==> src/rtl/mem_arbiter_pkg.sv <==
// wisc_mem_pkg: shared FSM states, block geometry and owner encoding for the memory arbiter.
package wisc_mem_pkg;
  typedef enum logic [1:0] {ST_IDLE, ST_WRITE, ST_FILL, ST_DONE} state_e;
  localparam int BLOCK_WORDS = 8;
  localparam int CNT_W = $clog2(BLOCK_WORDS);
  localparam int OFF_W = 4;
  localparam logic OWN_I = 1'b0;
  localparam logic OWN_D = 1'b1;
  localparam logic [15:0] BASE_MASK = 16'hFFFF << OFF_W;
  // Byte address of word idx within the block holding address a.
  function automatic logic [15:0] word_addr(input logic [15:0] a, input logic [CNT_W-1:0] idx);
    return (a & BASE_MASK) | {{(16-CNT_W-1){1'b0}}, idx, 1'b0};
  endfunction
endpackage

==> src/rtl/mem_arbiter_fill_counter.sv <==
// mem_fill_counter: block word counter with enable, clear and terminal count.
module mem_fill_counter
  import wisc_mem_pkg::*;
(
  input  logic             clk,
  input  logic             rst_n,
  input  logic             en_i,
  input  logic             clr_i,
  output logic [CNT_W-1:0] cnt_o,
  output logic             tc_o
);
  logic [CNT_W-1:0] cnt_q;
  always_ff @(posedge clk or negedge rst_n)
    if (!rst_n) cnt_q <= '0;
    else if (clr_i) cnt_q <= '0;
    else if (en_i) cnt_q <= cnt_q + 1'b1;
  assign cnt_o = cnt_q;
  assign tc_o = cnt_q == CNT_W'(BLOCK_WORDS - 1);
endmodule

==> src/rtl/mem_arbiter.sv <==
// mem_arbiter: serialises I/D block fills and D write-throughs onto one memory port.
// Define MEM_ARB_RR_EN for round-robin on contested grants; default is fixed D priority.
module mem_arbiter
  import wisc_mem_pkg::*;
(
  input  logic             clk,
  input  logic             rst_n,
  input  logic             i_miss,
  input  logic [15:0]      i_addr,
  input  logic             d_miss,
  input  logic             d_wr,
  input  logic [15:0]      d_addr,
  input  logic [15:0]      d_wdata,
  output logic             mem_en,
  output logic             mem_wr,
  output logic [15:0]      mem_addr,
  output logic [15:0]      mem_wdata,
  input  logic [15:0]      mem_rdata,
  input  logic             mem_valid,
  output logic             fill_we_i,
  output logic             fill_we_d,
  output logic [CNT_W-1:0] fill_idx,
  output logic [15:0]      fill_data,
  output logic             i_done,
  output logic             d_done,
  output logic             stall_if,
  output logic             stall_mem
);
  state_e state_q, state_d;
  logic owner_q, owner_d, issued_q, issued_d;
  logic d_req, pick_d, fill, wr_st, done_st, iss_en, rcv_en, iss_tc, rcv_tc;
  logic [CNT_W-1:0] iss, rcv;
  logic [15:0] req_addr;
  assign d_req = d_miss | d_wr;
`ifdef MEM_ARB_RR_EN
  logic last_q;
  assign pick_d = d_req & (~i_miss | (last_q == OWN_I));
  // Only contested grants move the round-robin pointer.
  always_ff @(posedge clk or negedge rst_n)
    if (!rst_n) last_q <= OWN_I;
    else if (state_q == ST_IDLE && d_req && i_miss) last_q <= pick_d ? OWN_D : OWN_I;
`else
  assign pick_d = d_req;
`endif
  assign fill = state_q == ST_FILL;
  assign wr_st = state_q == ST_WRITE;
  assign done_st = state_q == ST_DONE;
  assign iss_en = fill & ~issued_q;
  assign rcv_en = fill & mem_valid;
  mem_fill_counter u_iss (.clk, .rst_n, .en_i(iss_en & ~iss_tc), .clr_i(done_st), .cnt_o(iss), .tc_o(iss_tc));
  mem_fill_counter u_rcv (.clk, .rst_n, .en_i(rcv_en & ~rcv_tc), .clr_i(done_st), .cnt_o(rcv), .tc_o(rcv_tc));
  assign issued_d = done_st ? 1'b0 : (issued_q | (iss_en & iss_tc));
  always_comb begin
    state_d = state_q;
    owner_d = owner_q;
    case (state_q)
      ST_IDLE: if (d_req || i_miss) begin
        owner_d = pick_d ? OWN_D : OWN_I;
        state_d = (pick_d && d_wr) ? ST_WRITE : ST_FILL;
      end
      ST_WRITE: state_d = ST_DONE;
      ST_FILL: state_d = (rcv_en && rcv_tc) ? ST_DONE : ST_FILL;
      ST_DONE: state_d = ST_IDLE;
      default: state_d = ST_IDLE;
    endcase
  end
  always_ff @(posedge clk or negedge rst_n)
    if (!rst_n) begin
      state_q <= ST_IDLE;
      owner_q <= OWN_I;
      issued_q <= 1'b0;
    end else begin
      state_q <= state_d;
      owner_q <= owner_d;
      issued_q <= issued_d;
    end
  assign req_addr = (owner_q == OWN_D) ? d_addr : i_addr;
  assign mem_en = wr_st | iss_en;
  assign mem_wr = wr_st;
  assign mem_addr = wr_st ? d_addr : iss_en ? word_addr(req_addr, iss) : '0;
  assign mem_wdata = wr_st ? d_wdata : '0;
  assign fill_we_i = rcv_en & (owner_q == OWN_I);
  assign fill_we_d = rcv_en & (owner_q == OWN_D);
  assign fill_idx = rcv_en ? rcv : '0;
  assign fill_data = rcv_en ? mem_rdata : '0;
  assign i_done = done_st & (owner_q == OWN_I);
  assign d_done = done_st & (owner_q == OWN_D);
  // Stalls are forced low while reset is held so every output reads 0.
  assign stall_if = rst_n & i_miss & ~i_done;
  assign stall_mem = rst_n & d_req & ~d_done;
endmodule

==> config.mk <==
export PLATFORM = sky130hd
export DESIGN_NAME = mem_arbiter
export DESIGN_NICKNAME = d
export VERILOG_FILES = /design/src/rtl/mem_arbiter_pkg.sv /design/src/rtl/mem_arbiter_fill_counter.sv /design/src/rtl/mem_arbiter.sv
export SDC_FILE = /design/constraint.sdc
export NUM_CORES = 1
export LEC_CHECK = 0
export BUFFER_PORTS_ARGS = -buffer_cell sky130_fd_sc_hd__buf_2
export CAP_MARGIN = 5
export CORE_ASPECT_RATIO = 1.25
export CORE_MARGIN = 5
export CORE_UTILIZATION = 30
export CTS_CLUSTER_DIAMETER = 60
export CTS_CLUSTER_SIZE = 20
export DETAILED_ROUTE_END_ITERATION = 7
export GPL_ROUTABILITY_DRIVEN = 0
export PLACE_DENSITY_LB_ADDON = 0.25
export SETUP_SLACK_MARGIN = 0.3
export SYNTH_ARGS = -nofsm -noshare
export SYNTH_HDL_FRONTEND = slang
export SYNTH_SLANG_ARGS = --single-unit
==> constraint.sdc <==
create_clock -name clk -period 3.2 [get_ports clk]
set_input_delay 0.48 -clock clk [delete_from_list [all_inputs] [get_ports clk]]
set_output_delay 0.48 -clock clk [all_outputs]
set_load 0.1 [all_outputs]
; Word level (Yosys, flattened, before mapping)
; Cells that the tools add are included.
; W data, S select, Z words.
[totals]
ff_bits = 10
latchBits = 0
ram_bits = 0
romBits = 0
input_bits = 70
out_inout_bits = 59
elab_cells = 59
n_memories = 0
[op_classes]
addsub = 2
multipliers = 0
n_div = 0
order_cmp = 0
n_eq_ne = 6
n_shift = 0
muxes = 16
n_bitwise = 23
reduce_logical = 7
[op_table]
columns = operator, n
row1 = $mux W16, 5
row2 = $or A16 B4 Y16, 1
row3 = $mux W3, 5
row4 = $and A1 B1 Y1, 13
row5 = $pmux W2 S4, 1
row6 = $add A3 B1 Y3 const B, 2
row7 = $eq A3 B3 Y1 const B, 2
row8 = $not A1 Y1, 6
row9 = $eq A2 B2 Y1 const B, 2
row10 = $mux W2, 2
row11 = $reduce_bool A2 Y1, 2
row12 = $mux W1, 3
row13 = $or A1 B1 Y1, 3
row14 = $eq A2 B1 Y1 const B, 1
row15 = $logic_and A1 B1 Y1, 2
row16 = $logic_not A2 Y1, 1
row17 = $ne A2 B2 Y1 const B, 1
row18 = $reduce_and A2 Y1, 1
row19 = $logic_or A1 B1 Y1, 1

; Depth between registers and ports, before layout
; Gate-level depths: netlist of the first run.
[logic_depth]
ltp_word = 5
depth_mapped = 6
mapped_depth_nobuf = 5

; Modules after synthesis
; From an unflattened synthesis of the first run, not the netlist that was laid out.
[hier_totals]
hier_cells = 152
area_unflattened_um2 = 1058.5
[modules_own_cells]
columns = mod, n_inst, cells_per_inst, area_each_um2, seq_area_each_um2
row1 = mem_arbiter, 1, 130, 778.2, 100.1
row2 = mem_fill_counter, 2, 11, 140.1, 75.1

; Least setup slack after synthesis of the first run
; Ideal clock, no wire load.
[synth_timing]
kind = reg-to-output
start = register state_q[1]
end = output mem_addr[1]
arrival_ns = 3.375
required_time_ns = 2.720
setup_slack_ns = -0.655
stages_incl_launch_ff = 4
path_buffers = 0
path_cell_list = dfrtp_1 > inv_1 > ha_1 > o21ai_0
[synth_via]
elab_cells_between_ends = 5
cone_classes = eq/ne: 2 / mux: 2 / bitwise: 1
[synth_lines]
columns = item, line_no
row1 = start: declaration, mem_arbiter.sv:29  ; state_e state_q, state_d;
row2 = start signal: assignment, mem_arbiter.sv:73  ; state_q <= state_d;
row3 = $eq A2 B1 Y1, mem_arbiter.sv:46  ; assign wr_st = state_q == ST_WRITE;
row4 = named net mem_wr, mem_arbiter.sv:15  ; output logic mem_wr,
row5 = $mux W16, mem_arbiter.sv:80  ; assign mem_addr = wr_st ? d_addr : iss_en ? word_addr(req_addr, iss) : '0;
row6 = end: declaration, mem_arbiter.sv:16  ; output logic [15:0] mem_addr,
; The timed path passes the listed nets, and every way through them passes these cells.

; Worst setup path in the final report of the first run
[layout_timing]
start = register state_q[1]
end = output mem_addr[12]
[layout_via]
elab_chain_len = 4
elab_cells_between_ends = 5
cone_classes = eq/ne: 2 / mux: 2 / bitwise: 1
[layout_lines]
columns = item, line_no
row1 = $eq A2 B2 Y1, mem_arbiter.sv:45  ; assign fill = state_q == ST_FILL;
row2 = $and A1 B1 Y1, mem_arbiter.sv:48  ; assign iss_en = fill & ~issued_q;
row3 = $mux W16, mem_arbiter.sv:80
row4 = $mux W16 *, mem_arbiter.sv:80
; Every way passes the cells marked *; elsewhere a longest branch is shown, timed or not.

==> results.txt, run 1 <==
The flow ran to the end, and the final reports show no timing, DRC or antenna violations. The maximum number of pins on one net before global-route repair is 28. The worst setup path is launched from a register. The HPWL after detailed placement came out at 3.07 mm. The tightest min-delay check is of the input port to asynchronous set/reset pin type. The overall via count from detail_route is 1,467. The number of pins exceeding their max-slew limit in the final report is 0. The cell count after synthesis came out at 153. The final total negative setup slack is 0 ps. The final antenna-violating net count is 0. The number of violations reported at the end of detailed-routing iteration 0 is 23. Max-cap violations in this run came to 0. The count of instances resized after the clock tree is built is 0. The net count of the finished layout is 352. The number of I/O port buffers came out at 124. The warning count from the yosys run is 0.

The clock input transition at the sequential cells of the worst setup and hold paths is 50 ps. The fraction of the cycle the final worst path needs came out at 0.816. The multi-input logic area came out at 841 sq um.

Timing would allow up to 0.383 GHz. The die area came out at 4970 sq um. The starting density of the core came out at 0.312. Headroom to the max-slew limit came out at 0.671. The master of the slowest instance on the critical path is buf_2. The core area came out at 3510 sq um. The initial antenna violation count came out at 0.

Summing every instance area after synthesis gives 1100 sq um. The number of hold violations in the final report is 0. For this run, design rule violations remaining after detail routing come to 0. The register cell area after layout came out at 250 sq um. The minimum clock period after layout came out at 2610 ps. The delay contributed by the slowest stage of the critical path came out at 440 ps. The repair_antennas step left the layout with diodes totalling 0.

The count of hold-fix buffers inserted at cts came out at 0. No sink is reached through more buffers than the 2 on the longest clock path. CTS placed an instance of clkbuf_8 at the clock tree root. The first-pass GRT wire length is 5.98 mm.

The post-detailed-routing wire length is 3.69 mm. Setup repair after global routing left no endpoint under its margin. In the final routed layout, each cell accounts on average for 11.8 um. At the worst endpoint, the arrival time is 2130 ps. The die outline height came out at 77.6 um. Walking the worst path, the cells encountered are inv_1 > ha_2 > or2_4 > nand2_1 > a21oi_2 > buf_2.

The detail-routed via count per cell came out at 4.70. The setup path with the least slack is of type register to output pin. The aggregate global-route resource usage came out at 0.139.

The I/O pin count came out at 129. The buffers plus inverters on the worst setup path came out at 2. The residual overflow from global routing came out at 0. At the pin with the least slew margin, the transition time is 496 ps.

The total setup buffers inserted after CTS is 0. The count of clock tree sinks came out at 10. Data on the critical path is required at its endpoint by 2720 ps. In this design, the largest share of critical-path delay is due to buffers and inverters.

The filler cells instantiated in the layout total 362. TritonCTS built the clock tree. The chip width came out at 64.1 um. Along the worst path, the maximum fanout reaches 27.

The first-pass iteration count of the detailed router is 4. The number of different library cells in the post-synthesis netlist came out at 27. The worst-case clock skew is 5.74 ps. The number of buffers created by CTS came out at 3. Synthesis produced a netlist with a net count of 231. The synthesized design contains 10 register bits. The share of layout cells above drive strength 1 came out at 0.560. The number of global-route vias before repair came out at 1,355. In this run the core area contains 24 standard-cell rows.

STA classifies the critical path endpoint as an output pin. The count of final setup violators came out at 0. CTS built an H-tree with a depth of 1. The synthesized area divided by synthesized cell count came out at 7.17 sq um. The source-to-sink clock delay at the later pin of the worst-skew pair is 230 ps. For this run, the register share of the synthesized area comes to 0.228. From synthesis to final layout, the design area changed by 67.8%.
==> path summary, 6_finish.rpt <==
path	from	cells past startpoint	endpoint	slack, ps
worst max-delay path	state_q[1]	6	mem_addr[12]	590
worst min-delay path	rst_n	1	u_rcv.cnt_o[2]	110
worst max register to register	state_q[0]	6	u_iss.cnt_o[1]	1570
worst min register to register	u_rcv.cnt_o[1]	2	u_rcv.cnt_o[1]	560
max in group asynchronous	rst_n	1	issued_q	2880
min in group clk	d_miss	3	owner_q	540
==> cells by family after synthesis <==
family	Yosys count	share of synthesized area
mux	4	0.0365
flops	10	0.228
fa+ha+maj	8	0.0912
compound gates	23	0.112
simple gates	93	0.461
buf+inv	13	0.0559
xor+xnor	2	0.0160
==> metal layers <==
| layer | wire, um | GRT usage | share of wire | up-vias |
|---|---|---|---|---|
| li1 | - | - | - | 749 |
| met1 | 1370 | 0.156 | 0.37 | 617 |
| met2 | 1640 | 0.239 | 0.44 | 97 |
| met3 | 635 | 0.0506 | 0.17 | 4 |
| met4 | 46 | 0.0489 | 0.012 | 0 |
| met5 | 0 | 0 | 0 | - |
==> area by class of cell <==
cell class,count,area share
clock buffer,4,0.0299
inverter,3,0.00611
multi-input combinational,130,0.457
sequential,10,0.136
tap,39,0.0265
timing repair buffer,126,0.345
==> through the flow <==
step	setup WS, ps	hold WS, ps	std cells	instance area (sq um)	utilization
after floorplan	335	184	153	1150	-
after global placement	795	367	308	1790	0.509
after detailed placement	793	368	308	1790	0.509
after CTS	548	119	312	1840	0.524
after global routing	396	130	312	1840	0.524
final	588	112	312	1840	0.524
==> synthesized netlist by cell type, drive strengths merged <==
master   n  area [sq um]
a21o     1          7.51
a21oi   13          65.1
a31oi    1          6.26
a32oi    1          8.76
and2    18           113
and2b    1          8.76
and3    20           128
buf      3          23.8
clkbuf   7          26.3
dfrtp   10           250
ha       8           100
inv      3          11.3
mux2i    4          40.0
nand2   37           139
nand3b   1          7.51
nor2    12          52.6
nor2b    1          6.26
nor3b    1          18.8
nor4b    1          23.8
o21ai    7          35.0
or2      1          8.76
xnor2    1          8.76
xor2     1          8.76
==> cell usage in the layout (no fill, tap or decap), types with 3 or more instances in the layout <==
master      n
dfrtp_1    10
o21ai_1     3
and3_1     18
mux2i_1     4
nand2_1    37
o21ai_0     4
ha_1        7
a21oi_2    12
nor2_1      9
inv_1       3
clkbuf_8    4
buf_2     124
and2_1     18
==> registers in the layout, summed over array words and instances, names as in the netlist <==
| signal | count |
|---|---|
| owner_q | 1 |
| u_rcv.cnt_o | 3 |
| u_iss.cnt_o | 3 |
| issued_q | 1 |
| state_q | 2 |
Power of run 1 is not shown: default switching activity piles up to over one toggle a cycle in this logic, so the estimate is an artifact.
==> inputs of run 2 (changes only) <==
==> constraint.sdc (replaced) <==
create_clock -name clk -period 2.1 [get_ports clk]
set_input_delay 0.315 -clock clk [delete_from_list [all_inputs] [get_ports clk]]
set_output_delay 0.315 -clock clk [all_outputs]
set_load 0.1 [all_outputs]
==> run 2 against run 1 <==
Cell count up 3.8%. Utilization up 36 points. Via count up 8.5%. Hold slack improved by 260 ps. Clock-buffer cell count is 1 lower. Routed wire length grew 46%. Global-route usage is 6.1 points higher. Critical path depth increased by 1. First-iteration DRC count increased to 2.9 times the previous value. Cell area increased by 68%. Register-to-register slack worse by 1100 ps.
==> results.txt, run 2 (synthesis results as in run 1) <==
Timing would allow up to 0.503 GHz. The repair_antennas step left the layout with diodes totalling 0. Setup repair after global routing could not meet its margin everywhere.

The starting density of the core came out at 0.312. The first-pass GRT wire length came out at 8.14 mm. Of the cells placed in the final design, the portion with a size suffix greater than 1 is 0.772. In this design, the critical path's most frequently occurring cell is buf_6. The number of hold violations in the final report is 0.

Leaving out fill and tap cells, the most frequent cell in the layout is buf_2. The maximum fanout encountered on the critical timing path came out at 6. The max-capacitance violation count came out at 0.

The tightest min-delay check is of the input port to register type. The final total negative setup slack came out at 0 ps. The source-to-sink clock delay at the later pin of the worst-skew pair is 230 ps.

The clock input transition at the sequential cells of the worst setup and hold paths is 40 ps. For this run, the total global-route usage over all layers was measured as 0.201. The minimum clock period after layout came out at 1990 ps.

The delay contributed by the slowest stage of the critical path is 410 ps. For this design the top-level I/O count stands at 129. The core area is 3510 sq um. From synthesis to final layout, the design area changed by 182%.

The data arrival time of the worst path is 1670 ps. The HPWL after detailed placement is 4.25 mm. The fraction of the cycle the final worst path needs came out at 0.947. The startpoint identified for the worst register-to-register timing path is state_q[0].

The worst path required time is 1780 ps. Measured in cells, the most critical reg-to-reg path has a length of 6. The die outline height came out at 77.6 um. The endpoint identified for the worst register-to-register timing path is u_iss.cnt_o[1]. The die area is 4970 sq um. The worst-case clock buffer depth came out at 2. The number of I/O port buffers came out at 124. The fill cell total of the finished layout is 158. The buffers plus inverters on the worst setup path is 3. Grouping stages by cell kind, the critical path spends the most delay in buffers and inverters. The first-pass iteration count of the detailed router came out at 5.

The initial antenna violation count came to 0. The signal on the critical path passes through buf_6 > ha_4 > nor2_4 > buf_6 > nand2_2 > a21oi_4 > buf_12. The number of design rule violations left after detail routing came out at 0. The routed length per placed instance is 16.7 um. The number of non-filler instances in the completed layout came out at 324. The worst setup path is of the register to output pin kind. TritonCTS built the clock tree. The post-detailed-routing wire length came out at 5.40 mm. The actual transition at the worst max-transition pin came out at 463 ps. The critical path capture point type is an output pin. The number of global-route vias before repair came out at 1,715. The flow ran to the end, and the final reports show no timing, DRC or antenna violations. The startpoint identified for the worst hold timing path is d_miss. The number of cells in the design after placement is 311. The register-to-register path setup slack came out at 490 ps. In this run the clock root is driven by a clkbuf_8. The number of pins exceeding their max-slew limit in the final report is 0. The maximum number of pins on one net before global-route repair is 26. For this design, the slowest cell found on the critical path is dfrtp_1. Leaving out fill and tap cells, the most frequent cells in the layout are buf_2, buf_12, nand2_1.

The number of violations reported at the end of detailed-routing iteration 0 is 66. The path with the worst hold slack has its endpoint at owner_q. The residual overflow from global routing is 0. The worst-case clock skew is 2.66 ps. CTS built an H-tree with a depth of 1.

The count of final setup violators is 0. The final antenna-violating net count came out at 0. The critical path crosses 7 cells after its start point. The number of buffers created by CTS came out at 3. The count of clock tree sinks came out at 10.

The cell row count is 24. The final net count is 365. The number of stages on the worst hold path came out at 3.

The max-slew headroom at the worst pin came out at 0.690. The die is 64.1 um wide. Using the TritonRoute via totals, the vias-per-cell ratio works out to 4.91. The kind of start point of the critical path is a register. Across all layers, the routed design uses 1,592 vias.
==> run 2: changes by cell type in the layout (fill, tap and decap cells not counted), moves of 10 or more <==
cell and delta:
a21oi_2 -12, a21oi_4 +12, and2_1 -18, and2_4 +18
and3_1 -18, and3_2 +10, buf_12 +57, buf_2 -59
nand2_1 -11, nand2_2 +11
==> run 2: repair_timing <==
action / in CTS / in global routing
pin swaps: 14 / 5
gates cloned: 1 / 0
hold buffers: 1 / 0
buffers inserted: 6 / 2
endpoints found under the hold margin: 10 / 0
endpoints found under the setup margin: 58 / 59
resized for setup: 25 / 6
==> run 2: final cells by class <==
type / count / area, sq um / area share
clock buffers: 3 / 41.3 / 0.0134
inverters: 3 / 15.0 / 0.00486
multi-input cells: 130 / 1110 / 0.359
flip-flops and latches: 10 / 250 / 0.0809
well taps: 39 / 48.8 / 0.0158
repair buffers: 139 / 1630 / 0.526
==> run 2: worst max path at each step <==
| stage | startpoint | to | slack, ps |
|---|---|---|---|
| global route | state_q[0] | mem_addr[2] | 50 |
| detailed placement | state_q[0] | mem_addr[5] | 180 |
| global placement | state_q[0] | mem_addr[13] | 230 |
| finish | state_q[0] | mem_addr[14] | 110 |
| floorplan | state_q[1] | mem_addr[10] | -70 |
| CTS | state_q[0] | mem_addr[5] | 130 |
==> run 2: worst reg2reg max path: cells and delay by family (launching register included) <==
family | cells | cell delay, ps
adders and majority gates | 1 | 190
buffers and inverters | 2 | 260
and+or+nand+nor | 2 | 380
DFF | 1 | 410
muxes | 1 | 240
==> run 2: per-layer routing <==
layer	vias to the layer above	part of all wire	track usage
met1	725	0.32	0.192
li1	778	-	-
met4	0	0.019	0.0489
met2	79	0.59	0.424
met5	-	0	0
met3	10	0.069	0.0303
==> run 2: per-stage QoR <==
stage          instance area [sq um]  setup slack, ps  utilization  hold WS (ps)
2_1_floorplan                   1410            -67.6            -          19.4
3_3_place_gp                    2890              230        0.821           202
3_5_place_dp                    2890              178        0.821           200
4_1_cts                         3060              132        0.870           368
5_1_grt                         3090             49.7        0.880           402
6_report                        3090              112        0.880           373
Power of run 2 is left out for the same reason.
==> inputs of run 3 (changes only) <==
--- a/config.mk
+++ b/config.mk
@@ -15,6 +15,7 @@
 export DETAILED_ROUTE_END_ITERATION = 7
 export GPL_ROUTABILITY_DRIVEN = 0
 export PLACE_DENSITY_LB_ADDON = 0.25
+export REMOVE_ABC_BUFFERS = 1
 export SETUP_SLACK_MARGIN = 0.3
 export SYNTH_ARGS = -nofsm -noshare
 export SYNTH_HDL_FRONTEND = slang
==> run 3 against run 2 <==
Hold slack got worse by 320 ps. Clock skew rose by 1.2 ps. Largest cell class unchanged. Critical endpoint is now mem_addr[10]. Critical path depth did not move. Setup slack got worse by 100 ps.
==> results.txt, run 3 (synthesis results as in run 1) <==
The run finished with clean final reports. The data arrival time of the worst path is 1780 ps. Setup repair after global routing could not meet its margin everywhere. The die area is 4970 sq um. The number of diodes added for antenna fixing came out at 0. The actual transition at the worst max-transition pin is 407 ps. The number of hold violations in the final report came out at 0.

The minimum clock period after layout is 2090 ps. Traced cell by cell, the critical path runs through inv_2 > ha_4 > and2b_2 > nor2_4 > clkbuf_16 > a21oi_2 > buf_12. The count of clock tree sinks is 10. In the final layout, the share of cells above drive strength 1 is 0.753.

The overall via count from detail_route is 1,854. The core area came out at 3510 sq um. Of the available clock period, the critical path in the final layout requires 0.996.

The CTS tree is done. The first global-routing pass estimated 8.50 mm of wire. Measured along the x axis, the die boundary spans 64.1 um. The worst hold-check path type is input port to asynchronous set/reset pin. The routed length per placed instance came out at 22.1 um.

STA classifies the critical path endpoint as an output pin. The die is 77.6 um tall. The first detailed-routing pass ran for 4 iterations.

From synthesis to final layout, the design area changed by 196%. After routing the design area is 3240 sq um. For this run, design rule violations remaining after detail routing come to 0.

The cell sitting at the root of the clock tree is a clkbuf_8. The number of buffers created by CTS came out at 3. The number of violations reported at the end of detailed-routing iteration 0 came out at 134. The number of H-tree levels came out at 1. The master of the slowest instance on the critical path is dfrtp_2.

In this design, the largest share of critical-path delay is due to buffers and inverters. Dividing the detail-routed via count by the number of cells gives 5.49. The post-detailed-routing wire length is 7.48 mm.

The starting density of the core came out at 0.312. The cell row count is 24. The aggregate global-route resource usage came out at 0.212.

The library cell used most frequently in the layout, excluding fill and tap cells, is buf_2. The maximum number of pins on one net before global-route repair is 26. The clock passes through at most 2 buffers. The number of I/O port buffers came out at 124.

For this run the aggregate overflow at the end of global routing stands at 0. Timing would allow up to 0.478 GHz. On the worst path, the slowest cell contributes a delay of 440 ps. The number of global-route vias before repair came to 1,789. The max-slew headroom at the worst pin came out at 0.729. The maximum fanout encountered on the critical timing path is 6.

The number of pins exceeding their max-slew limit in the final report is 0. The I/O pin count is 129. The max-capacitance violation count came out at 0. The initial antenna violation count came out at 0.

Setup violations remaining at the end of the flow were counted as 0. Across the routed clock network, the largest skew measured is 3.83 ps. The worst setup path category is register to output pin. The kind of start point of the critical path is a register. The worst path required time is 1780 ps.

After the last flow step, the layout net total stands at 379. In this run the remaining antenna-violating nets after routing total 0. Summing all placed instances gives a cell area of 2590 sq um. The later pin in the worst-skew pair is clocked with a latency of 230 ps.

The HPWL after detailed placement is 3.98 mm. The buffers plus inverters on the worst setup path is 3. The clock input transition at the sequential cells of the worst setup and hold paths is 50 ps.

The top cell types in the final layout, fill and taps aside, are buf_2, buf_12, nand2_1.
[run 3: path summary, 6_finish.rpt]
check,slack (ps),to,from,cells past startpoint
worst min-delay path,60,issued_q,rst_n,2
worst min register to register,590,u_rcv.cnt_o[2],u_rcv.cnt_o[2],2
min in group clk,430,owner_q,d_miss,3
worst max register to register,120,state_q[0],state_q[0],11
worst max-delay path,8,mem_addr[10],state_q[0],7
max in group asynchronous,1880,state_q[0],rst_n,2
[run 3: final cells by class]
type	count	area [sq um]
Inverter	3	13.8
Fill cell	110	269
Sequential cell	10	251
Tap cell	39	48.8
Timing Repair Buffer	152	1820
Clock buffer	3	41.3
Multi-Input combinational cell	131	1070
[run 3: repair_timing]
action | in CTS | in global routing
endpoints found under the setup margin | 58 | 61
hold endpoints to repair | 0 | 0
setup buffers | 11 | 8
hold buffers | 0 | 0
pin swaps | 2 | 10
gates cloned | 2 | 4
resized for setup | 38 | 69
[run 3: metal layers]
metal | vias up | wire length [um] | track usage
li1 | 806 | - | -
met1 | 861 | 2480 | 0.212
met2 | 165 | 3920 | 0.384
met3 | 22 | 849 | 0.0867
met4 | 0 | 234 | 0.0835
met5 | - | 0 | 0
[run 3: stage by stage]
| stage | setup WS [ps] | utilization | instances | TNS, ps | hold slack, ps |
|---|---|---|---|---|---|
| after CTS | 122 | 0.813 | 326 | 0 | 50.9 |
| after floorplan | -1740 | - | 143 | -42100 | 19.4 |
| after detailed placement | 205 | 0.736 | 310 | 0 | 294 |
| after global routing | 0.132 | 0.923 | 338 | 0 | 81.5 |
| final | 7.54 | 0.923 | 338 | 0 | 56.3 |
| after global placement | 263 | 0.736 | 310 | 0 | 296 |
Power of run 3 is left out for the same reason.
